## src/rtl/snn_pool1d_timestep_ctrl.sv

```systemverilog
// snn_pool1d_timestep_ctrl: per-timestep sequencer for the 1D pooling layer,
// gating one upstream spike frame per timestep, with spike counting and stall watchdog.
module snn_pool1d_timestep_ctrl #(
    parameter int TS_WIDTH       = 16,
    parameter int TIMEOUT_CYCLES = 4096,
    parameter int CNT_WIDTH      = 32
) (
    input  logic                 clk,
    input  logic                 rst_n,
    input  logic                 start,
    input  logic                 abort,
    input  logic [TS_WIDTH-1:0]  num_timesteps,
    input  logic [31:0]          cfg_word,
    output logic                 pool_enable,
    output logic                 pool_config_valid,
    output logic [31:0]          pool_config_data,
    input  logic                 pool_layer_done,
    input  logic                 s_axis_tvalid,
    input  logic [31:0]          s_axis_tdata,
    input  logic                 s_axis_tlast,
    output logic                 s_axis_tready,
    output logic                 ds_tvalid,
    output logic [31:0]          ds_tdata,
    output logic                 ds_tlast,
    input  logic                 ds_tready,
    input  logic                 mon_tvalid,
    input  logic                 mon_tready,
    output logic                 busy,
    output logic                 done,
    output logic                 error_timeout,
    output logic [TS_WIDTH-1:0]  cur_timestep,
    output logic [CNT_WIDTH-1:0] spike_count
);
    localparam int WD_W = $clog2(TIMEOUT_CYCLES + 1);
    localparam logic [2:0] S_IDLE   = 3'd0;
    localparam logic [2:0] S_CONFIG = 3'd1;
    localparam logic [2:0] S_FEED   = 3'd2;
    localparam logic [2:0] S_WAIT   = 3'd3;
    localparam logic [2:0] S_NEXT   = 3'd4;
    localparam logic [2:0] S_FINISH = 3'd5;
    localparam logic [2:0] S_ERROR  = 3'd6;

    logic [2:0]           r_state;
    logic [TS_WIDTH-1:0]  r_num_ts;
    logic [31:0]          r_cfg;
    logic [TS_WIDTH-1:0]  r_cur_ts;
    logic [CNT_WIDTH-1:0] r_spike_cnt;
    logic                 r_err;
    logic                 r_zero_done;
    logic                 r_ld_prev;
    logic [WD_W-1:0]      r_wdog;

    logic [2:0] w_next;
    logic       w_gate;
    logic       w_accept;
    logic       w_hs;
    logic       w_watch;
    logic       w_timeout;
    logic       w_edge;
    logic       w_last_ts;
    logic       w_mon;

    assign w_gate    = r_state == S_FEED;
    assign w_accept  = (r_state == S_IDLE || r_state == S_ERROR) && start && !abort;
    assign w_hs      = w_gate && s_axis_tvalid && ds_tready;
    assign w_watch   = r_state == S_FEED || r_state == S_WAIT;
    assign w_timeout = w_watch && r_wdog == WD_W'(TIMEOUT_CYCLES);
    assign w_edge    = pool_layer_done && !r_ld_prev;
    assign w_last_ts = r_cur_ts == r_num_ts - TS_WIDTH'(1);
    assign w_mon     = mon_tvalid && mon_tready && busy;

    always_comb begin
        w_next = r_state;
        if (abort)
            w_next = S_IDLE;
        else if (w_timeout)
            w_next = S_ERROR;
        else
            case (r_state)
                S_IDLE, S_ERROR: if (start) w_next = (num_timesteps != '0) ? S_CONFIG : S_IDLE;
                S_CONFIG:        w_next = S_FEED;
                S_FEED:          if (w_hs && s_axis_tlast) w_next = S_WAIT;
                S_WAIT:          if (w_edge) w_next = S_NEXT;
                S_NEXT:          w_next = w_last_ts ? S_FINISH : S_CONFIG;
                default:         w_next = S_IDLE;
            endcase
    end

    always_ff @(posedge clk or negedge rst_n) begin
        if (!rst_n) begin
            r_state     <= S_IDLE;
            r_num_ts    <= '0;
            r_cfg       <= '0;
            r_cur_ts    <= '0;
            r_spike_cnt <= '0;
            r_err       <= 1'b0;
            r_zero_done <= 1'b0;
            r_ld_prev   <= 1'b0;
            r_wdog      <= '0;
        end else begin
            r_state     <= w_next;
            r_ld_prev   <= pool_layer_done;
            r_zero_done <= w_accept && num_timesteps == '0;
            // Watchdog restarts on any state change (covers entry) and on every accepted beat.
            r_wdog      <= (w_watch && !w_hs && w_next == r_state) ? r_wdog + WD_W'(1) : '0;
            if (w_accept) begin
                r_num_ts    <= num_timesteps;
                r_cfg       <= cfg_word;
                r_cur_ts    <= '0;
                r_spike_cnt <= '0;
                r_err       <= 1'b0;
            end else begin
                if (w_mon && !(&r_spike_cnt))
                    r_spike_cnt <= r_spike_cnt + CNT_WIDTH'(1);
                if (r_state == S_NEXT && !w_last_ts && !abort)
                    r_cur_ts <= r_cur_ts + TS_WIDTH'(1);
                if (w_timeout && !abort)
                    r_err <= 1'b1;
            end
        end
    end

    assign pool_enable       = r_state == S_CONFIG || r_state == S_FEED || r_state == S_WAIT || r_state == S_NEXT;
    assign pool_config_valid = r_state == S_CONFIG;
    assign pool_config_data  = r_cfg;
    assign s_axis_tready     = w_gate && ds_tready;
    assign ds_tvalid         = w_gate && s_axis_tvalid;
    assign ds_tdata          = w_gate ? s_axis_tdata : '0;
    assign ds_tlast          = w_gate && s_axis_tlast;
    assign busy              = !(r_state == S_IDLE || r_state == S_ERROR);
    assign done              = r_state == S_FINISH || r_zero_done;
    assign error_timeout     = r_err;
    assign cur_timestep      = r_cur_ts;
    assign spike_count       = r_spike_cnt;
endmodule

```

## config.mk

```make
export PLATFORM = sky130hd
export DESIGN_NAME = snn_pool1d_timestep_ctrl
export DESIGN_NICKNAME = d
export VERILOG_FILES = /design/src/rtl/snn_pool1d_timestep_ctrl.sv
export SDC_FILE = /design/constraint.sdc
export NUM_CORES = 1
export LEC_CHECK = 0
export BUFFER_PORTS_ARGS = -buffer_cell sky130_fd_sc_hd__buf_4
export CAP_MARGIN = 10
export CORE_ASPECT_RATIO = 0.7
export CORE_MARGIN = 3
export CORE_UTILIZATION = 45
export DETAILED_ROUTE_END_ITERATION = 10
export PLACE_DENSITY = 0.81
export SETUP_SLACK_MARGIN = 0.02
export SLEW_MARGIN = 20
export SYNTH_ARGS = -nofsm -noshare
export SYNTH_HDL_FRONTEND = slang
export SYNTH_SLANG_ARGS = --single-unit
```

## constraint.sdc

```tcl
create_clock -name clk -period 4.9 [get_ports clk]
set_clock_uncertainty 0.2 [all_clocks]
set_input_delay 0.49 -clock clk [delete_from_list [all_inputs] [get_ports clk]]
set_output_delay 0.49 -clock clk [all_outputs]
set_load 0.1 [all_outputs]
```

Word level (Yosys, flattened, before mapping)
Index checks and enable logic that the tools add are counted.
{"block": "totals", "ff_bits": 115, "input_bits": 90, "output_inout_bits": 120, "wordCells": 76}
{"block": "classes", "n_addsub": 4, "eq_ne": 9, "muxes": 16, "n_reduce_logical": 38}
{"operator": "2-to-1 mux 32 bit", "count": 3}
{"operator": "adder 32 x 1 -> 32 bit (second input constant)", "count": 1}
{"operator": "2-to-1 mux 16 bit", "count": 2}
{"operator": "AND reduction 32 bit", "count": 1}
{"operator": "logical AND 1 bit", "count": 18}
{"operator": "2-to-1 mux 3 bit", "count": 6}
{"operator": "adder 16 x 1 -> 16 bit (second input constant)", "count": 1}
{"operator": "equality test 16 bit", "count": 1}
{"operator": "logical NOT 16 bit", "count": 1}
{"operator": "nonzero test 16 bit", "count": 1}
{"operator": "subtractor 16 x 1 -> 16 bit (second input constant)", "count": 1}
{"operator": "case mux 3 bit (5 select lines)", "count": 1}
{"operator": "adder 13 x 1 -> 13 bit (second input constant)", "count": 1}
{"operator": "equality test 13 bit (second input constant)", "count": 1}
{"operator": "2-to-1 mux 13 bit", "count": 1}
{"operator": "equality test 3 bit (second input constant)", "count": 3}
{"operator": "equality test 3 x 2 -> 1 bit (second input constant)", "count": 2}
{"operator": "logical NOT 1 bit", "count": 6}
{"operator": "logical OR 1 bit", "count": 6}
{"operator": "nonzero test 2 bit", "count": 3}
{"operator": "equality test 3 x 1 -> 1 bit (second input constant)", "count": 1}
{"operator": "equality test 3 bit", "count": 1}
{"operator": "logical NOT 3 bit", "count": 1}
{"operator": "2-to-1 mux 1 bit", "count": 3}
{"operator": "OR reduction 2 bit", "count": 1}

Longest topological paths before layout
Gate-level depths: netlist (run 1).
{"block": "depth", "ltp_word": 11, "ltp_mapped": 11, "mapped_depth_nobuf": 9}

Worst setup path before layout (run 1)
OpenSTA, ideal clock, no wires.
{"block": "synth_path", "path_kind": "flip-flop to output port", "start": "reg r_state[0]", "end": "out pool_config_valid", "arrival_ns": 3.077, "t_required_ns": 4.210, "setup_slack_ns": 1.133, "path_stages_with_launch": 6, "path_buffers": 3, "path_cell_list": "dfrtp_1 -> clkbuf_1 -> inv_1 -> clkbuf_1 -> clkbuf_1 -> nor3_1"}
{"block": "synth_via", "elab_chain_len": 1}
{"item": "start, declared", "line_no": "43", "text": "logic [2:0] r_state;"}
{"item": "start signal, assigned", "line_no": "101", "text": "r_state <= w_next;"}
{"item": "equality test 3 x 1 -> 1 bit", "line_no": "124", "text": "assign pool_config_valid = r_state == S_CONFIG;"}
{"item": "end, declared", "line_no": "15", "text": "output logic pool_config_valid,"}
No other way between the ends.

Worst setup path in the final report (run 1)
{"block": "layout_path", "start": "reg r_num_ts[0]", "end": "reg r_cur_ts[10], in the netlist cur_timestep[10]"}
{"block": "layout_via", "elab_chain_len": 6}
{"item": "start, declared", "line_no": "44", "text": "logic [TS_WIDTH-1:0] r_num_ts;"}
{"item": "start signal, assigned", "line_no": "107", "text": "r_num_ts <= num_timesteps;"}
{"item": "subtractor 16 x 1 -> 16 bit", "line_no": "69", "text": "assign w_last_ts = r_cur_ts == r_num_ts - TS_WIDTH'(1);"}
{"item": "equality test 16 bit", "line_no": "69"}
{"item": "logical NOT 1 bit", "line_no": "115", "text": "if (r_state == S_NEXT && !w_last_ts && !abort)"}
{"item": "logical AND 1 bit (2 in a row)", "line_no": "115"}
{"item": "nonzero test 2 bit (no source line)"}
{"item": "end signal, assigned", "line_no": "116", "text": "r_cur_ts <= r_cur_ts + TS_WIDTH'(1);"}
{"item": "end, declared", "line_no": "46", "text": "logic [TS_WIDTH-1:0] r_cur_ts;"}
No other way between the ends.
A chain may end at the register's enable or synchronous reset.

==> reports/qor.yml, run 1 <==
sta:
  fmax_mhz: 280
  finalHoldViolCount: 0
  slew-limit-headroom: 0.281
  rsz0062_at_grt: "no"
  fin_tns_setup_ps: 0
  tightest_slew_ps: 1080
  drv_slew: 0
  period_share: 0.729
  period_minus_slack_ps: 3570
  setup_violations: 0
critical_path:
  critPathKind: "flip-flop to flip-flop"
  cpMaxStageDelayCell: "and4_1"
  cp_cell_sequence: "inv_1 > ha_1 > or4b_1 > a2111oi_0 > o32ai_1 > o21ai_0 > and4_1 > nand4b_1 > mux2i_1"
  crit_required_ps: 5030
  slowest_delay_ps: 770
  cp.arrival_ps: 3700
  critPathTopFamily: "simple AND/OR/NAND/NOR gates"
  path_buf_inv: 1
  start_kind: "flip-flop"
  path_max_fanout: 29
  worst_setup_path_end_kind: "flip-flop"
synthesis:
  avgSynthCellArea_sq_um: 8.69
  synth_top_area_cell: "dfrtp_1"
  synth-edff-count: 0
  synthTopCellsByArea: "dfrtp_1 47%, nand2_1 11%, xor2_1 5.0%"
  ys_ff_latch: 115
  ys_types: 54
  ys_async_sr_fraction: 1.00
  yosys.area.top_type_share: 0.474
  synthAdderAreaFrac: 0.0103
  synth_compound_area_frac: 0.0824
  syn_inst: 699
  muxShareOfSynthArea: 0.00824
  synth_xor_area_frac: 0.0778
  synth_top_family_by_area: "simple AND/OR/NAND/NOR gates"
  synthFlopType: "dfrtp_1"
  yosysWarnings: 0
  syn_nets: 794
  syn-cell-area_sq_um: 6080
  synth_simple_gate_area_frac: 0.311
  yosysSeqAreaShare: 0.474
job:
  drv_cap: 0
floorplanning:
  coreArea_sq_um: 12800
  initial_core_util: 0.474
  die_x_um: 145
  ioPinCount: 210
  die_area_sq_um: 15000
  die_y_um: 103
  fp-row-count: 34
finish:
  final_cell_mix: "215 x buf_4, 171 x nand2_1, 115 x dfrtp_1"
  n_antenna_cell: 0
  area_delta_synth_final_pct: 39.0
  stdcell_count: 1091
  drive_gt1_frac: 0.279
  mostFrequentLayoutCell: "buf_4"
  nets: 993
  fillCellCount: 1028
clock_network:
  clk-insertion-delay-late_ps: 410
  cts_sinks: 115
  clkSlewWorstSetupHoldPaths_ps: 50
  cts_buffers: 17
  cts_root_buffer: "clkbuf_16"
  tritoncts: "yes"
  cts-resized-gates: 0
  h-tree-depth: 4
  clockBufferDepth: 2
power:
  clkPwrFrac: 0.386
  combPwrFrac: 0.303
  power.switching_fraction: 0.375
  ir_drop_v: 0.000269
  p_switching_uw: 1370
  p_leak_uw: 0.00429
  power.density_nw_per_um2: 431
  intPower_uw: 2280
  p_seq_frac: 0.311
detailed_routing:
  drt_iter0_drc: 402
  vias_per_cell: 5.31
  route.vias.total: 5793
  remaining_drc_errors: 0
  dr.pass1.iters: 5
  wirelength_mm: 17.5
  ant_nets: 0
  post_drt_wl_per_cell_um: 16.1
placement:
  place_hpwl_mm: 12.3
  dp.cells: 1057
  gp_congestion: 0.901
  io_buffers: 209
status:
  status: "complete, no violations"
global_route:
  grt_pass1_vias: 5431
  antenna_found_initial: 0
  grt_max_degree: 61
  grt_pass1_wl_mm: 27.5
  grt_use_total: 0.231
  grt_overflow: 0
worst_hold_path:
  hold_class: "input pin to flip-flop"
[metal layers]
metal	vias up	part of all wire	global-route usage	wire length [um]
met5	-	0	0	0
met4	0	0.013	0.0609	236
met3	23	0.071	0.0588	1250
met2	201	0.46	0.364	8070
met1	2755	0.45	0.323	7970
li1	2814	-	-	-
[metrics by stage]
stage	instance area, sq um	hold slack [ps]	util	worst slack, ps	total power, uW
after floorplan	6080	-5.59	-	1130	1970
after global placement	7750	211	0.606	1490	2240
after detailed placement	7750	213	0.606	1390	2250
after CTS	8450	55.8	0.660	1350	3660
after global routing	8450	61.0	0.660	1060	3770
final	8450	64.9	0.660	1330	3640
[power groups by stage]
stage	Sequential [uW]	Clock, uW	Combinational, uW
after floorplan	1580	0	389
after global placement	1140	0	1100
after detailed placement	1140	0	1100
after CTS	1130	1420	1110
after global routing	1140	1470	1160
final	1130	1410	1100
[registers in the layout, summed over array words and instances (netlist names)]
name,cells
cur_timestep,16
r_zero_done,1
r_state,3
r_wdog,13
r_num_ts,16
spike_count,32
error_timeout,1
r_ld_prev,1
pool_config_data,32
[worst min-delay path: cells and delay by family]
kind / cells / cell delay [ps]
buffers and inverters: 1 / 70
AND/OR/NAND/NOR: 2 / 70
[Yosys cell counts (all sizes together), types with 4 or more instances]
cell type  number
dfrtp         115
a21oi          18
clkbuf         27
nor4b           4
nor2           55
or3             8
a211oi          4
buf            10
xor2           35
ha              5
xnor2          19
nor3           10
nor4           13
nor3b           5
o211ai          8
o21ai          25
and4            5
and3           47
nand2b          4
nand3          33
nand4          11
nand2         171
o31ai           7
inv            14
mux2i           5
or4             9
[cell families after synthesis]
kind of cell	count (synthesis)
flops	115
simple gates	390
xor+xnor	54
compound gates	79
mux	5
buf+inv	51
fa+ha+maj	5
[what timing repair did]
item	4_1_cts	5_1_grt
setup buffers	0	0
endpoints found under the hold margin	23	0
hold buffers	2	0
[path summary, 6_finish.rpt]
check	slack, ps	endpoint	cells past startpoint	startpoint
worst max-delay path	1330	cur_timestep[10]	9	r_num_ts[0]
worst min-delay path	60	pool_config_data[9]	3	cfg_word[9]
worst max register to register	1330	cur_timestep[10]	9	r_num_ts[0]
worst min register to register	270	pool_config_data[16]	2	pool_config_data[16]
max in group asynchronous	3220	r_wdog[3]	3	rst_n
min in group asynchronous	320	r_num_ts[7]	2	rst_n
[area by class of cell]
cell class	instances	area (sq um)	share of cell area
clock buffer	24	502	0.0594
clock inverter	8	169	0.0200
inverter	14	52.6	0.00622
multi-input combinational	533	2990	0.353
sequential	115	2880	0.341
tap	180	225	0.0267
timing repair buffer	217	1630	0.193
Power figures use the tool's default switching activity.
==> run 2, diff against run 1 <==
Clock period 4.9 ns to 3.75 ns, I/O delays scaled along.
==> reports/qor.yml, run 2 (synthesized netlist as in run 1, its figures left out) <==
status:
  status: "complete, no violations"
sta:
  fmax_mhz: 302  # +7.8%
  tightest_slew_ps: 887  # -191 ps
  rsz0062_at_grt: "no"
  drv_slew: 0  # unchanged
  period_share: 0.883  # +0.155
  setup_violations: 0  # unchanged
  fin_tns_setup_ps: 0  # unchanged
  period_minus_slack_ps: 3310  # -257 ps
  slew-limit-headroom: 0.408  # +0.127
  finalHoldViolCount: 0  # unchanged
finish:
  area_delta_synth_final_pct: 45.0
  n_antenna_cell: 0  # unchanged
  drive_gt1_frac: 0.269  # -0.00978
  nets: 1043  # +5.0%
  fillCellCount: 992  # -3.5%
  final_cell_mix: "218 x buf_4, 171 x nand2_1, 115 x dfrtp_1"
  mostFrequentLayoutCell: "buf_4"
floorplanning:
  die_y_um: 103  # unchanged
  die_x_um: 145  # unchanged
  die_area_sq_um: 15000  # unchanged
  ioPinCount: 210  # unchanged
  coreArea_sq_um: 12800  # unchanged
  initial_core_util: 0.474  # unchanged
  fp-row-count: 34  # unchanged
clock_network:
  clkSlewWorstSetupHoldPaths_ps: 50  # about the same
  cts_sinks: 115  # unchanged
  cts_setup_buffers: 0  # unchanged
  cts_buffers: 17  # unchanged
  clk-insertion-delay-late_ps: 410  # about the same
  clockBufferDepth: 2  # unchanged
  tritoncts: "yes"
  h-tree-depth: 4  # unchanged
  cts_root_buffer: "clkbuf_16"
detailed_routing:
  remaining_drc_errors: 0  # unchanged
  wirelength_mm: 18.1  # +3.1%
  drt_iter0_drc: 391  # -2.7%
  dr.pass1.iters: 6  # +1
  vias_per_cell: 5.24  # -1.3%
  ant_nets: 0  # unchanged
  route.vias.total: 5967  # +3.0%
  post_drt_wl_per_cell_um: 15.9  # -1.3%
critical_path:
  timing.rr.start: "r_num_ts[0]"
  endpoint: "cur_timestep[1]"
  cp_cell_sequence: "inv_1 > ha_1 > or4b_1 > nor4_1 > xnor2_1 > nor4_1 > and4_2 > buf_4 > o21ai_0 > a21oi_1"
  start_kind: "flip-flop"
  slowest_delay_ps: 590  # -180 ps
  cp_common_cell: "nor4_1"
  cp.arrival_ps: 3440  # -260 ps
  crit_required_ps: 3870  # -1160 ps
  startpoint: "r_num_ts[0]"
  reg2regPathDepth: 10  # +1
  rrSetupSlack_ps: 440  # -890 ps
  critPathKind: "flip-flop to flip-flop"
  rr_endpoint: "cur_timestep[1]"
  path_max_fanout: 18  # -38%
  cpMaxStageDelayCell: "or4b_1"
  worst_setup_path_end_kind: "flip-flop"
worst_hold_path:
  whs_path_depth: 3  # unchanged
  hold_class: "input pin to flip-flop"
  min_from: "num_timesteps[6]"
power:
  p_seq_frac: 0.334  # +0.023
  p_total_uw: 4420  # +21%
  p_leak_uw: 0.00442  # +3.2%
  power.density_nw_per_um2: 501  # +16%
  intPower_uw: 2640  # +16%
  p_switching_uw: 1780  # +30%
  ir_drop_v: 0.000315  # +17%
  combPwrFrac: 0.337  # +0.034
  clkPwrFrac: 0.329  # -0.057
  power.switching_fraction: 0.402  # +0.0270
global_route:
  grt_pass1_wl_mm: 28.5  # +3.7%
  grt_overflow: 0  # unchanged
  grt_max_degree: 70  # +15%
  grt_use_total: 0.241  # +0.00973
  grt_pass1_vias: 5788  # +6.6%
  antenna_found_initial: 0  # unchanged
job:
  drv_cap: 0  # unchanged
placement:
  gp_congestion: 1.00  # +11%
  place_hpwl_mm: 12.3  # -0.39%
  io_buffers: 209  # unchanged
==> run 2: timing repair <==
action	4_1_cts	5_1_grt
gates resized for setup	0	1
endpoints found under the setup margin	0	7
hold endpoints to repair	115	0
hold buffers	49	0
==> run 2: metrics by stage <==
stage               std cells  hold slack [ps]  cell area [sq um]  setup slack, ps   util
finish                   1139             15.5               8810              437  0.688
global route             1139             11.6               8810              118  0.688
CTS                      1139             2.42               8810              304  0.688
detailed placement       1060              263               7780              312  0.607
global placement         1060              259               7780              470  0.607
floorplan                 699             -121               6080             97.6      -
==> run 2: worst min path at each step <==
stage	end	slack [ps]
6_report	r_num_ts[6]	20
3_5_place_dp	pool_config_data[9]	260
2_1_floorplan	cur_timestep[0]	-120
3_3_place_gp	pool_config_data[14]	260
4_1_cts	r_num_ts[6]	2
5_1_grt	r_num_ts[0]	10
==> run 2: area by class of cell <==
type / instances / area, sq um / share of cell area
multi-input cells: 533 / 2990 / 0.339
flip-flops and latches: 115 / 2880 / 0.327
repair buffers: 267 / 2130 / 0.242
clock buffers: 21 / 480 / 0.0546
well taps: 180 / 225 / 0.0256
clock inverters: 9 / 57.6 / 0.00654
inverters: 14 / 52.6 / 0.00597
==> run 2: power by group through the flow <==
| stage | combinational, uW | clock, uW | sequential [uW] |
|---|---|---|---|
| 4_1_cts | 1490 | 1470 | 1480 |
| 2_1_floorplan | 508 | 0 | 2060 |
| 5_1_grt | 1560 | 1550 | 1490 |
| 6_report | 1490 | 1450 | 1480 |
| 3_5_place_dp | 1440 | 0 | 1490 |
| 3_3_place_gp | 1440 | 0 | 1490 |
==> run 2: worst max-delay path, delay by kind of cell (launching register included) <==
| family | cells | cell delay (ps) |
|---|---|---|
| buffers and inverters | 2 | 330 |
| AO/OA/AOI/OAI | 2 | 270 |
| flip-flops | 1 | 410 |
| XOR/XNOR | 1 | 100 |
| AND/OR/NAND/NOR | 4 | 1670 |
| adder cells (fa/ha/maj) | 1 | 260 |
==> run 2: routing by layer <==
layer | vias to the layer above | part of all wire | track usage
li1 | 2905 | - | -
met1 | 2849 | 0.45 | 0.328
met2 | 193 | 0.47 | 0.384
met3 | 20 | 0.064 | 0.0722
met4 | 0 | 0.0075 | 0.0581
met5 | - | 0 | 0
